$ cat src/rtl/path_stim_gen.sv
// Timing-path stimulus generator: launches a patterned burst into a path and
// checks the captured return against the launched beats after lat+1 cycles.
//
// state | meaning
// IDLE  | waiting for start; counters hold the last burst's results
// RUN   | one beat on launch per cycle, N cycles
// DRAIN | lat+1 cycles so the last beats reach the compare tap
// DONE  | one-cycle done pulse, then back to IDLE
module path_stim_gen #(
  parameter int LEN_W = 8
) (
  input  logic             clk,
  input  logic             rst_n,
  input  logic             start,
  input  logic [1:0]       mode,
  input  logic [LEN_W-1:0] burst_len,
  input  logic [1:0]       lat,
  input  logic             ret,
  output logic             launch,
  output logic             busy,
  output logic             done,
  output logic [LEN_W-1:0] sent_cnt,
  output logic [7:0]       err_cnt
);

  typedef enum logic [1:0] {IDLE, RUN, DRAIN, DONE} state_t;

  state_t           state;
  logic [1:0]       mode_q;
  logic [1:0]       lat_q;
  logic [1:0]       drain_cnt;
  logic [LEN_W-1:0] len_q;
  logic [7:0]       lfsr;
  logic [3:0]       exp_d;
  logic [3:0]       exp_v;

  logic [7:0] lfsr_next;
  logic       next_beat;
  logic       last_beat;
  logic       mismatch;

  always_comb begin
    lfsr_next = {lfsr[0] ^ lfsr[2] ^ lfsr[3] ^ lfsr[4], lfsr[7:1]};
    last_beat = (sent_cnt == (len_q - LEN_W'(1)));
    mismatch  = ((state == RUN) || (state == DRAIN)) && exp_v[lat_q] && (exp_d[lat_q] != ret);
    next_beat = 1'b0;
    case (mode_q)
      2'b00:   next_beat = 1'b0;
      2'b01:   next_beat = 1'b1;
      2'b10:   next_beat = ~launch;
      default: next_beat = lfsr_next[0];
    endcase
  end

  always_ff @(posedge clk or negedge rst_n) begin
    if (!rst_n) begin
      state     <= IDLE;
      mode_q    <= 2'b00;
      lat_q     <= 2'b00;
      drain_cnt <= 2'b00;
      len_q     <= '0;
      lfsr      <= 8'h01;
      exp_d     <= 4'b0000;
      exp_v     <= 4'b0000;
      launch    <= 1'b0;
      busy      <= 1'b0;
      done      <= 1'b0;
      sent_cnt  <= '0;
      err_cnt   <= 8'h00;
    end else begin
      // Expected-value pipe: entry i holds the beat launched i+1 cycles ago.
      exp_d <= {exp_d[2:0], launch};
      exp_v <= {exp_v[2:0], (state == RUN)};
      if (mismatch && (err_cnt != 8'hFF))
        err_cnt <= err_cnt + 8'd1;

      case (state)
        IDLE: begin
          launch <= 1'b0;
          done   <= 1'b0;
          if (start) begin
            mode_q   <= mode;
            len_q    <= burst_len;
            lat_q    <= lat;
            sent_cnt <= '0;
            err_cnt  <= 8'h00;
            lfsr     <= 8'h01;
            // Stale entries deeper than the old tap must not leak into a new burst.
            exp_v    <= 4'b0000;
            busy     <= 1'b1;
            if (burst_len != '0) begin
              state  <= RUN;
              // Beat 0: const-1 and the LFSR seed's bit 0 are both 1.
              launch <= mode[0];
            end else begin
              state <= DONE;
              done  <= 1'b1;
            end
          end
        end

        RUN: begin
          sent_cnt <= sent_cnt + LEN_W'(1);
          lfsr     <= lfsr_next;
          if (last_beat) begin
            state     <= DRAIN;
            launch    <= 1'b0;
            drain_cnt <= lat_q;
          end else begin
            launch <= next_beat;
          end
        end

        DRAIN: begin
          if (drain_cnt == 2'b00) begin
            state <= DONE;
            done  <= 1'b1;
          end else begin
            drain_cnt <= drain_cnt - 2'd1;
          end
        end

        DONE: begin
          state <= IDLE;
          done  <= 1'b0;
          busy  <= 1'b0;
        end

        default: begin
          state  <= IDLE;
          launch <= 1'b0;
          busy   <= 1'b0;
          done   <= 1'b0;
        end
      endcase
    end
  end

endmodule

$ cat config.mk
export PLATFORM = sky130hd
export DESIGN_NAME = path_stim_gen
export DESIGN_NICKNAME = d
export VERILOG_FILES = /design/src/rtl/path_stim_gen.sv
export SDC_FILE = /design/constraint.sdc
export NUM_CORES = 1
export LEC_CHECK = 0
export CELL_PAD_IN_SITES_DETAIL_PLACEMENT = 2
export CELL_PAD_IN_SITES_GLOBAL_PLACEMENT = 2
export CORE_AREA = 4 4 97 99
export CTS_BUF_LIST = sky130_fd_sc_hd__clkbuf_16
export DETAILED_ROUTE_END_ITERATION = 16
export DIE_AREA = 0 0 101 103
export PLACE_DENSITY_LB_ADDON = 0.1
export SLEW_MARGIN = 40
export SYNTH_ARGS = -nofsm -noshare
export SYNTH_HDL_FRONTEND = slang
export SYNTH_SLANG_ARGS = --single-unit
$ cat constraint.sdc
create_clock -name clk -period 2.3 [get_ports clk]
set_input_delay 0.46 -clock clk [delete_from_list [all_inputs] [get_ports clk]]
set_output_delay 0.46 -clock clk [all_outputs]
set_load 0.1 [all_outputs]
# --- Word-level counts from Yosys, hierarchy flattened ---
# Index checks and enable logic that the tools add are counted.
# Widths: inputs -> output; s select.
totals:
  regBits: 51
  input_bits: 16
  output_inout_bits: 19
classes:
  add_sub_neg: 4
  magnitude_cmp: 1
  eq_ne: 12
  n_mux: 32
  bitwise_logic: 4
  n_reduce_logical: 18
ops:
  columns: ["operator", "n"]
  rows:
  - ["$mux 8", 5]
  - ["$pmux 8 s2", 2]
  - ["$add 8x1->8 const B", 2]
  - ["$mux 2", 6]
  - ["$mux 1", 9]
  - ["$eq 8x8->1", 1]
  - ["$mux 4", 2]
  - ["$ne 8x8->1 const B", 1]
  - ["$pmux 2 s4", 1]
  - ["$reduce_and 2->1", 4]
  - ["$reduce_bool 8->1", 1]
  - ["$sub 8x1->8 const B", 1]
  - ["$eq 2x2->1 const B", 3]
  - ["$logic_not 2->1", 3]
  - ["$ne 2x2->1 const B", 3]
  - ["$pmux 1 s3", 2]
  - ["$reduce_and 3->1", 2]
  - ["$reduce_bool 2->1", 3]
  - ["$bmux 1 s2", 2]
  - ["$eq 2x1->1 const B", 2]
  - ["$pmux 1 s2", 2]
  - ["$pmux 2 s2", 1]
  - ["$logic_and 1x1->1", 3]
  - ["$lt 2x3->1 const B", 1]
  - ["7 further kinds", 9]

# --- Logic depth before layout (Yosys ltp) ---
# Gate-level depths: netlist (run 1).
depth:
  depth_word: 8
  depth_mapped: 9
  depth_no_buf: 8

# --- Worst setup path after synthesis (run 1) ---
# Ideal clock, no wire load.
synth_path:
  path_kind: "register to register"
  start: "reg sent_cnt[7]"
  end: "reg state[0]"
  setup_ps: 126
  arrival_time_ps: 2396
  setup_slack_ps: -222
  path_stages_with_launch: 7
  path_buffers: 0
  path_cell_list: "dfrtp_1 xor2_1 a2111oi_0 a31oi_1 a311oi_4 nor2_1 o32a_1"
synth_via:
  elab_chain_cells: 3
synth_rtl:
  columns: ["element", "line_no", "text"]
  rows:
  - ["from (decl)", "22", "output logic [LEN_W-1:0] sent_cnt,"]
  - ["from (signal assigned)", "103", "sent_cnt <= sent_cnt + LEN_W'(1);"]
  - ["$eq 8x8->1", "44", "last_beat = (sent_cnt == (len_q - LEN_W'(1)));"]
  - ["$ne 2x2->1 (no line)", null, null]
  - ["$reduce_and 3->1 (no line)", null, null]
  - ["to (signal assigned)", "57", "state <= IDLE;"]
  - ["to (signal assigned)", "92", "state <= RUN;"]
  - ["to (signal assigned)", "96", "state <= DONE;"]
  - ["to (decl)", "28", "state_t state;"]
# Every way passes these cells.
# A chain may end at the register's enable or synchronous reset.

# --- Worst setup path after layout (run 1) ---
layout_path:
  start: "reg len_q[0]"
  end: "reg state[0]"
layout_via:
  elab_chain_cells: 4
layout_rtl:
  columns: ["element", "line_no", "text"]
  rows:
  - ["from (decl)", "32", "logic [LEN_W-1:0] len_q;"]
  - ["from (signal assigned)", "83", "len_q <= burst_len;"]
  - ["$sub 8x1->8", "44", null]
  - ["$eq 8x8->1", "44", null]
  - ["$ne 2x2->1 (no line)", null, null]
  - ["$reduce_and 3->1 (no line)", null, null]
# Every way passes these cells.

==> metrics, run 1 <==
Netlist cell types 44; Bufs and invs on worst path 2; Die Y 103 um; post-route worst setup slack 83.69 ps; pre-CTS setup slack -89.03 ps; sequential area share after synthesis 49.42%; # DRC 0; Layout Skew 11.00 ps; most frequent cell after synthesis dfrtp_1; Int Pwr 2.559 mW; share of the synthesized area in the top cell type 48.40%; Ports 35; critical path's top delay family compound AO/OA/AOI/OAI gates; RSZ-0062 raised after global routing yes; Seq cells post-synth 51; largest net degree at the start of global routing 52; CP Max Fanout 6; drt total wl 7.146 mm; Avg Cell Area, Syn 10.22 um^2; core area 8551 um^2; maximum VDD drop 0.0005608 V; Tot GR Track Use 14.61%; Most Crowded Layer GR met2; outcome complete, no violations; ys flop type dfrtp_1; CP required 2480 ps; die width 101 um; Final Hold Vio Count 0; worst slew pin tran 663.8 ps; relative max-transition margin 55.75%; Initial Util 30.23%; WL per Instance 17.30 um; minimum clock period 2216 ps; MaxCap Viol Count 0; Hold/Removal Path Class in2async; slowest CP cell dfrtp_1; Comb pwr share 50.7%; Final ANT Viol Nets 0; synth top area cells dfrtp_1 (48%), nand2_1 (6.0%), xor2_1 (4.7%); net switching power 2.162 mW; Pwr Density 1425 nW/um^2; Max Freq 451.2 MHz; Pleak 1.505 nW; cts hold-fix bufs 0; Max H-tree Level 2; Syn-to-layout area delta 28.12%; Worst Path Arrival 2400 ps; Diodes inserted 0; Remaining Overflow, GRT 0; Iter 0 DRT Violations 52; period utilization 96.36%; worst skew pair latency 290 ps; Pre-antenna DRT Iters 4; final core utilization 38.73%; Num CTS Buffers 5; clk slew on worst S/H paths 70 ps; Mapped Cells 253; initial antenna violation count 0; Worst path max stage delay 390 ps; Final Max Tran Viols 0; vias 2061; Async S/R FF share, synth 100.0%; grt met2 use 25.37%; Yosys warnings 0; share of layout cells above drive strength 1 21.31%; clock sink count 51; CTS Buffer Depth 2; TritonCTS clock tree built; Post-DP HPWL 5.132 mm; root buffer selected by CTS clkbuf_16; Core Rows 34; GR Util met1 18.94%; met3 usage 2.706%; Netlist Area Pre-Place 2585 um^2; die area 10400 um^2; sequential fraction of design power 33.5%; Syn Nets 278; Final nets 329; Placer Congestion 0.7205; Setup CP Type reg2reg; Net Sw Frac 45.80%; Synth area leader dfrtp_1; crit-path cells inv_2, ha_4, or3b_4, o31a_1, o2111ai_2, a311oi_4, buf_6, o211a_4, o32a_1; first-pass GRT wire length 11.81 mm; Synth top cells by count dfrtp_1 (50), nand2_1 (41), nor2_1 (22); crit end category flip-flop; Startpoint Class flip-flop; vias in the first global route 2298; Clk pwr share 15.8%; PortBufs 34; EDFF count, synth 0; final setup vio count 0; Avg Vias per Cell 4.990
-- worst register-to-register path: stages (launching register included) --
cell,delay [ps]
dfrtp_1,390
inv_2,80
ha_4,130
or3b_4,390
o31a_1,270
o2111ai_2,230
a311oi_4,50
buf_6,150
o211a_4,240
o32a_1,170
-- cell type report --
cell class                      count  area (um^2)
Clock buffer                        5        125.1
Clock inverter                      3        16.27
Fill cell                         939         5239
Inverter                           13        48.80
Multi-Input combinational cell    181         1262
Sequential cell                    51         1285
Tap cell                          108        135.1
Timing Repair Buffer               52        439.2
-- final timing paths --
kind | slack, ps | depth (start not counted) | from | end
min in group clk | 380 | 0 | exp_d[0]$_DFF_PN0_ | exp_d[1]$_DFF_PN0_
setup / recovery | 80 | 9 | len_q[0]$_DFFE_PN0P_ | state[0]$_DFFE_PN0P_
hold reg to reg | 380 | 0 | exp_d[0]$_DFF_PN0_ | exp_d[1]$_DFF_PN0_
max in group asynchronous | 1860 | 2 | rst_n | lfsr[0]$_DFFE_PN1P_
hold / removal | 150 | 2 | rst_n | sent_cnt[2]$_DFFE_PN0P_
setup reg to reg | 80 | 9 | len_q[0]$_DFFE_PN0P_ | state[0]$_DFFE_PN0P_
-- per-stage QoR --
step           area (um^2)  total power, mW  instances  hold slack (ps)  TNS (ps)
4_1_cts               3249            4.693        409            174.4         0
3_5_place_dp          3094            3.898        400            368.9    -207.3
5_1_grt               3312            5.093        413            185.1    -6.406
3_3_place_gp          3094            3.832        400            357.8         0
2_1_floorplan         2592            3.190        253            164.4    -4.445
6_report              3312            4.721        413            148.9         0
-- cell families (layout without fill, tap and decap cells) --
logic type / Yosys count / count (layout) / synth area share, %
simple gates: 98 / 98 / 18.54
compound gates: 45 / 45 / 13.46
buf+inv: 21 / 73 / 3.098
xor+xnor: 22 / 22 / 7.454
fa+ha+maj: 9 / 9 / 4.356
mux: 7 / 7 / 3.679
flops: 51 / 51 / 49.42
-- power by group through the flow --
stage	Sequential, mW	Combinational (mW)	Clock, mW
after floorplan	1.98	1.21	0
after global placement	1.59	2.24	0
after detailed placement	1.60	2.30	0
after CTS	1.59	2.33	0.771
after global routing	1.65	2.63	0.812
final	1.58	2.39	0.744
-- cells in the final DEF (no fill, tap or decap), types with 2 or more instances in the layout --
| master | Yosys | routed |
|---|---|---|
| or4_1 | 2 | 2 |
| nor4_4 | 1 | 2 |
| dfrtp_1 | 50 | 44 |
| clkdlybuf4s50_1 | 0 | 14 |
| a21oi_1 | 7 | 7 |
| and2_1 | 5 | 5 |
| xor2_1 | 14 | 14 |
| nor3_1 | 4 | 4 |
| nand2_1 | 41 | 41 |
| a22o_1 | 7 | 7 |
| a21o_1 | 2 | 2 |
| mux4_2 | 2 | 2 |
| inv_1 | 13 | 12 |
| dfrtp_2 | 0 | 6 |
| buf_4 | 0 | 35 |
| inv_2 | 0 | 2 |
| or3_1 | 2 | 2 |
| o21ai_0 | 10 | 9 |
| mux2i_1 | 5 | 5 |
| nand2b_1 | 4 | 4 |
| nor2_1 | 22 | 22 |
| clkbuf_16 | 0 | 5 |
| nand4_1 | 10 | 10 |
| nor2b_1 | 2 | 2 |
| o22ai_1 | 2 | 2 |
| xnor2_1 | 8 | 8 |
| a31oi_1 | 2 | 2 |
| ha_1 | 9 | 8 |
| and3_1 | 3 | 3 |
-- what timing repair did --
item                       CTS  global route
buffers inserted             1             4
cloned                       0             0
gates resized for setup      1             8
setup endpoints to repair    3             4
pin swaps                    2             1
-- flip-flops by register name, indices dropped and copies added (netlist names), 4 cells and up --
signal	count
err_cnt	8
len_q	8
exp_d	4
exp_v	4
lfsr	8
sent_cnt	8
-- metal layers --
layer	wire length, um	up-vias	share of wire [%]
met5	0	-	0
met4	58	0	0.81
met3	187	4	2.6
met2	3458	27	48
met1	3441	1047	48
li1	-	983	-
No activity file was read; power rests on OpenSTA's default activity.
==> run 2: changes to the inputs <==
==> constraint.sdc (replaced) <==
create_clock -name clk -period 2.3 [get_ports clk]
set_input_delay 0.69 -clock clk [delete_from_list [all_inputs] [get_ports clk]]
set_output_delay 0.69 -clock clk [all_outputs]
set_load 0.1 [all_outputs]
==> metrics, run 2 (same netlist as run 1, synthesis figures left out) <==
Pre-antenna DRT Iters 4 (unchanged); Setup CP Type reg2reg; Worst Path Arrival 2410 ps (about the same); Max H-tree Level 2 (unchanged); slowest CP cell or3b_4; Core Rows 34 (unchanged); WL per Instance 16.28 um (-5.9%); Crit Reg-Reg Startpoint len_q[0]$_DFFE_PN0P_; final instance area 3422 um^2 (+3.3%); Avg Vias per Cell 4.911 (-1.6%); Max Freq 443.6 MHz (-1.7%); drt total wl 6.773 mm (-5.2%); r2r endpoint state[0]$_DFFE_PN0P_; Layout Skew 5.963 ps (-5.037 ps); final setup vio count 0 (unchanged); Startpoint Class flip-flop; Worst path max stage delay 400 ps (about the same); initial antenna violation count 0 (unchanged); vias 2043 (-0.87%); worst slew pin tran 648.9 ps (-14.85 ps); hold endpoint exp_d[3]$_DFF_PN0_; # DRC 0 (unchanged); CP Max Fanout 5 (-1); CTS Buffer Depth 2 (unchanged); crit end category flip-flop; clk slew on worst S/H paths 70 ps (about the same); WL met1 3.171 mm (-7.8%); cells on worst reg2reg path 9 (unchanged); PortBufs 34 (unchanged); Tot GR Track Use 13.95% (-0.65 points); Initial Util 30.23% (unchanged); Hold/Removal Path Class reg2reg; Syn-to-layout area delta 32.38%; Placer Congestion 0.7371 (+2.3%); Crit path depth 9 (unchanged); Routed met2 length 3.396 mm (-1.8%); outcome complete, no violations; period utilization 98.01% (+1.6 points); share of layout cells above drive strength 1 22.08% (+0.77 points); Remaining Overflow, GRT 0 (unchanged); Pleak 1.555 nW (+3.3%); MaxCap Viol Count 0 (unchanged); CP required 2460 ps (-20 ps); die width 101 um (unchanged); core area 8551 um^2 (unchanged); Diodes inserted 0 (unchanged); vias in the first global route 2211 (-3.8%); root buffer selected by CTS clkbuf_16; largest net degree at the start of global routing 27 (-48%); maximum VDD drop 0.0006062 V (+8.1%); first-pass GRT wire length 11.39 mm (-3.5%); Final ANT Viol Nets 0 (unchanged); leading cell types in the layout, fill and taps excluded dfrtp_1 (44), nand2_1 (41), buf_4 (31), nor2_1 (22); critical path's top delay family compound AO/OA/AOI/OAI gates; Die Y 103 um (unchanged); Ports 35 (unchanged); cell count of the worst hold path 0; crit-path cells inv_2, ha_4, or3b_4, o31a_1, o2111ai_2, a311oi_4, buf_6, o211a_1, o32a_1; relative max-transition margin 56.74% (+0.99 points); RSZ-0062 raised after global routing yes; Post-DP HPWL 5.201 mm (+1.3%); Max Used Layer met4; Final nets 332 (+0.91%); Bufs and invs on worst path 2 (unchanged); Pwr Density 1405 nW/um^2 (-1.4%); worst skew pair latency 280 ps (about the same); r2r setup slk 50 ps (-40 ps); Final Hold Vio Count 0 (unchanged); clock sink count 51 (unchanged); die area 10400 um^2 (unchanged); critical hold path startpoint exp_d[2]$_DFF_PN0_; Non-Filler Instances 416 (+0.73%); metal3 WL 164 um (-12%); Num CTS Buffers 5 (unchanged); Iter 0 DRT Violations 38 (-27%); setup TNS 0 ps (unchanged); TritonCTS clock tree built; Final Max Tran Viols 0 (unchanged); placed insts 407 (+1.8%); commonest non-fill, non-tap cell in the layout dfrtp_1; area of placed instances 3234 um^2 (+4.5%); minimum clock period 2254 ps (+37.81 ps)
## run 2: layer usage
layer / up-vias / GRT usage [%]
li1: 985 / -
met1: 1030 / 18.70
met2: 26 / 23.65
met3: 2 / 2.503
met4: 0 / 3.067
met5: - / 0
## run 2: final cells by class
cell class                      instances  area, um^2
Tap cell                              108       135.1
Timing Repair Buffer                   55       549.3
Clock inverter                          3       12.51
Sequential cell                        51        1285
Multi-Input combinational cell        181        1266
Inverter                               13       48.80
Clock buffer                            5       125.1
Fill cell                             912        5129
## run 2: report_power, final
part / internal, mW / total (mW) / switching (mW)
Combinational: 1.03 / 2.50 / 1.47
Clock: 0.394 / 0.716 / 0.321
Sequential: 1.23 / 1.59 / 0.359
Total: 2.66 / 4.81 / 2.15
## run 2: through the flow
| step | setup slack (ps) | utilization, % | hold WS [ps] | total power [mW] |
|---|---|---|---|---|
| after detailed placement | -78.18 | 37.83 | 361.3 | 4.066 |
| after global routing | -35.89 | 40.02 | 398.1 | 5.193 |
| after floorplan | -4.445 | - | 348.8 | 3.190 |
| after CTS | 1.700 | 39.64 | 382.7 | 4.837 |
| final | 45.88 | 40.02 | 378.0 | 4.807 |
| after global placement | -87.89 | 37.83 | 360.8 | 3.994 |
## run 2: worst max path at each step
| stage | startpoint | slack [ps] | end |
|---|---|---|---|
| after floorplan | sent_cnt[5]$_DFFE_PN0P_ | -4 | state[0]$_DFFE_PN0P_ |
| after global placement | burst_len[1] | -90 | launch$_DFFE_PN0P_ |
| after detailed placement | burst_len[1] | -80 | launch$_DFFE_PN0P_ |
| after CTS | len_q[1]$_DFFE_PN0P_ | 2 | state[1]$_DFFE_PN0P_ |
| after global routing | len_q[0]$_DFFE_PN0P_ | -40 | state[0]$_DFFE_PN0P_ |
| final | len_q[0]$_DFFE_PN0P_ | 50 | state[0]$_DFFE_PN0P_ |
## run 2: what timing repair did
item,4_1_cts,5_1_grt
hold buffers,0,0
setup buffers,1,0
pin swaps,1,1
endpoints found under the setup margin,2,4
resized for setup,2,7
==> run 3: changes to the inputs <==
--- a/config.mk
+++ b/config.mk
@@ -7,10 +7,10 @@
 export LEC_CHECK = 0
 export CELL_PAD_IN_SITES_DETAIL_PLACEMENT = 2
 export CELL_PAD_IN_SITES_GLOBAL_PLACEMENT = 2
-export CORE_AREA = 4 4 97 99
+export CORE_AREA = 4 4 75 128
 export CTS_BUF_LIST = sky130_fd_sc_hd__clkbuf_16
 export DETAILED_ROUTE_END_ITERATION = 16
-export DIE_AREA = 0 0 101 103
+export DIE_AREA = 0 0 79 132
 export PLACE_DENSITY_LB_ADDON = 0.1
 export SLEW_MARGIN = 40
 export SYNTH_ARGS = -nofsm -noshare
==> metrics, run 3 (same netlist as run 1, synthesis figures left out) <==
Startpoint Class flip-flop; die width 79 um (-22%); Iter 0 DRT Violations 53 (+39%); Initial Util 29.81% (-0.42 points); pre-CTS setup slack -63.22 ps (+14.95 ps); die area 10430 um^2 (+0.24%); share of layout cells above drive strength 1 23.23% (+1.1 points); final core utilization 39.97% (-0.049 points); commonest non-fill, non-tap cell in the layout dfrtp_1; r2r endpoint state[0]$_DFFE_PN0P_; Tot GR Track Use 15.29% (+1.3 points); first-pass GRT wire length 12.36 mm (+8.5%); PortBufs 34 (unchanged); MaxCap Viol Count 0 (unchanged); Remaining Overflow, GRT 0 (unchanged); Comb pwr share 51.3% (-0.8 points); area of placed instances 3233 um^2 (about the same); Non-Filler Instances 427 (+2.6%); post-route worst setup slack 33.65 ps (-12.23 ps); final instance area 3466 um^2 (+1.3%); # DRC 0 (unchanged); outcome complete, no violations; filler instances 983 (+7.8%); Max Freq 441.2 MHz (-0.54%); Clk pwr share 16.9% (+2.0 points); Final Max Tran Viols 0 (unchanged); Avg Vias per Cell 4.888 (-0.48%); cells on worst reg2reg path 9 (unchanged); Crit Reg-Reg Startpoint len_q[0]$_DFFE_PN0P_; worst skew pair latency 290 ps (about the same); net switching power 2.237 mW (+4.0%); worst slew pin tran 414.7 ps (-234.2 ps); overall power 5.056 mW (+5.2%); relative max-transition margin 72.26% (+16 points); final setup vio count 0 (unchanged); Final Hold Vio Count 0 (unchanged); root buffer selected by CTS clkbuf_16; maximum VDD drop 0.0008544 V (+41%); sequential fraction of design power 31.9% (-1.1 points); Final nets 334 (+0.60%); Pwr Density 1459 nW/um^2 (+3.8%); Die Y 132 um (+28%); CP required 2470 ps (about the same); period utilization 98.54% (+0.53 points); minimum clock period 2266 ps (+12.23 ps); Diodes inserted 0 (unchanged); leading cell types in the layout, fill and taps excluded dfrtp_1 (44), nand2_1 (41), buf_4 (32), nor2_1 (22); Placer Congestion 0.7532 (+2.2%); clock sink count 51 (unchanged); Setup CP Type reg2reg; Worst Path Arrival 2440 ps (+30 ps); Syn-to-layout area delta 34.08%; Pleak 1.569 nW (+0.86%); final hold slack 371.9 ps (-6.082 ps); Int Pwr 2.818 mW (+6.1%); clk slew on worst S/H paths 70 ps (about the same); crit end category flip-flop; Pre-antenna DRT Iters 4 (unchanged); vias 2087 (+2.2%); cts hold-fix bufs 0 (unchanged); WL per Instance 17.48 um (+7.4%); drt total wl 7.466 mm (+10%); TritonCTS clock tree built; Net Sw Frac 44.25% (-0.51 points); Ports 35 (unchanged); core area 8671 um^2 (+1.4%); RSZ-0062 raised after global routing yes; Hold/Removal Path Class in2async; Multi-input gate area 1257 um^2 (-0.69%); Post-DP HPWL 5.648 mm (+8.6%); vias in the first global route 2385 (+7.9%); setup TNS 0 ps (unchanged); FF/Latch Area 1285 um^2 (unchanged); CP Max Fanout 6 (+1); Max H-tree Level 2 (unchanged); placed insts 416 (+2.2%); Final ANT Viol Nets 0 (unchanged); Num CTS Buffers 5 (unchanged); Core Rows 45 (+32%); CTS Buffer Depth 2 (unchanged); Layout Skew 2.061 ps (-3.902 ps); r2r setup slk 30 ps (about the same); initial antenna violation count 0 (unchanged); largest net degree at the start of global routing 52 (+93%)
[run 3: repair_timing]
item / 4_1_cts / 5_1_grt
endpoints found under the setup margin: 3 / 3
pin swaps: 1 / 4
endpoints found under the hold margin: 0 / 0
buffers inserted: 0 / 3
resized for setup: 3 / 8
[run 3: how the worst max path moves through the flow]
stage                                  from                    to
finish                 len_q[0]$_DFFE_PN0P_  state[0]$_DFFE_PN0P_
global route           len_q[0]$_DFFE_PN0P_  state[0]$_DFFE_PN0P_
CTS                    len_q[0]$_DFFE_PN0P_  state[0]$_DFFE_PN0P_
detailed placement             burst_len[5]    launch$_DFFE_PN0P_
global placement       len_q[0]$_DFFE_PN0P_  state[0]$_DFFE_PN0P_
floorplan           sent_cnt[5]$_DFFE_PN0P_  state[0]$_DFFE_PN0P_
[run 3: worst max-delay path: stages (launching register included)]
cell and delay [ps]:
dfrtp_1 390, inv_2 60, ha_2 170, or3b_4 410, o31a_1 260, o2111ai_2 230
a311oi_4 60, buf_6 150, o211a_1 230, o32a_1 180
[run 3: layout make-up]
type	instances	area share (%)
well taps	117	4.224
multi-input cells	181	36.28
inverters	13	1.408
flip-flops and latches	51	37.08
clock inverters	3	1.264
clock buffers	5	3.610
repair buffers	57	16.14
[run 3: routing by layer]
layer | global-route usage [%] | share of wire (%) | vias to the layer above
met5 | 0 | 0 | -
li1 | - | - | 989
met1 | 16.94 | 39 | 1060
met2 | 29.13 | 57 | 31
met4 | 4.876 | 1.5 | 0
met3 | 2.052 | 2.4 | 7
[run 3: power by group through the flow]
stage / Sequential [mW] / Combinational [mW] / Clock, mW
6_report: 1.61 / 2.59 / 0.853
5_1_grt: 1.67 / 2.84 / 0.931
4_1_cts: 1.62 / 2.57 / 0.887
3_5_place_dp: 1.62 / 2.53 / 0
3_3_place_gp: 1.61 / 2.47 / 0
2_1_floorplan: 1.98 / 1.21 / 0
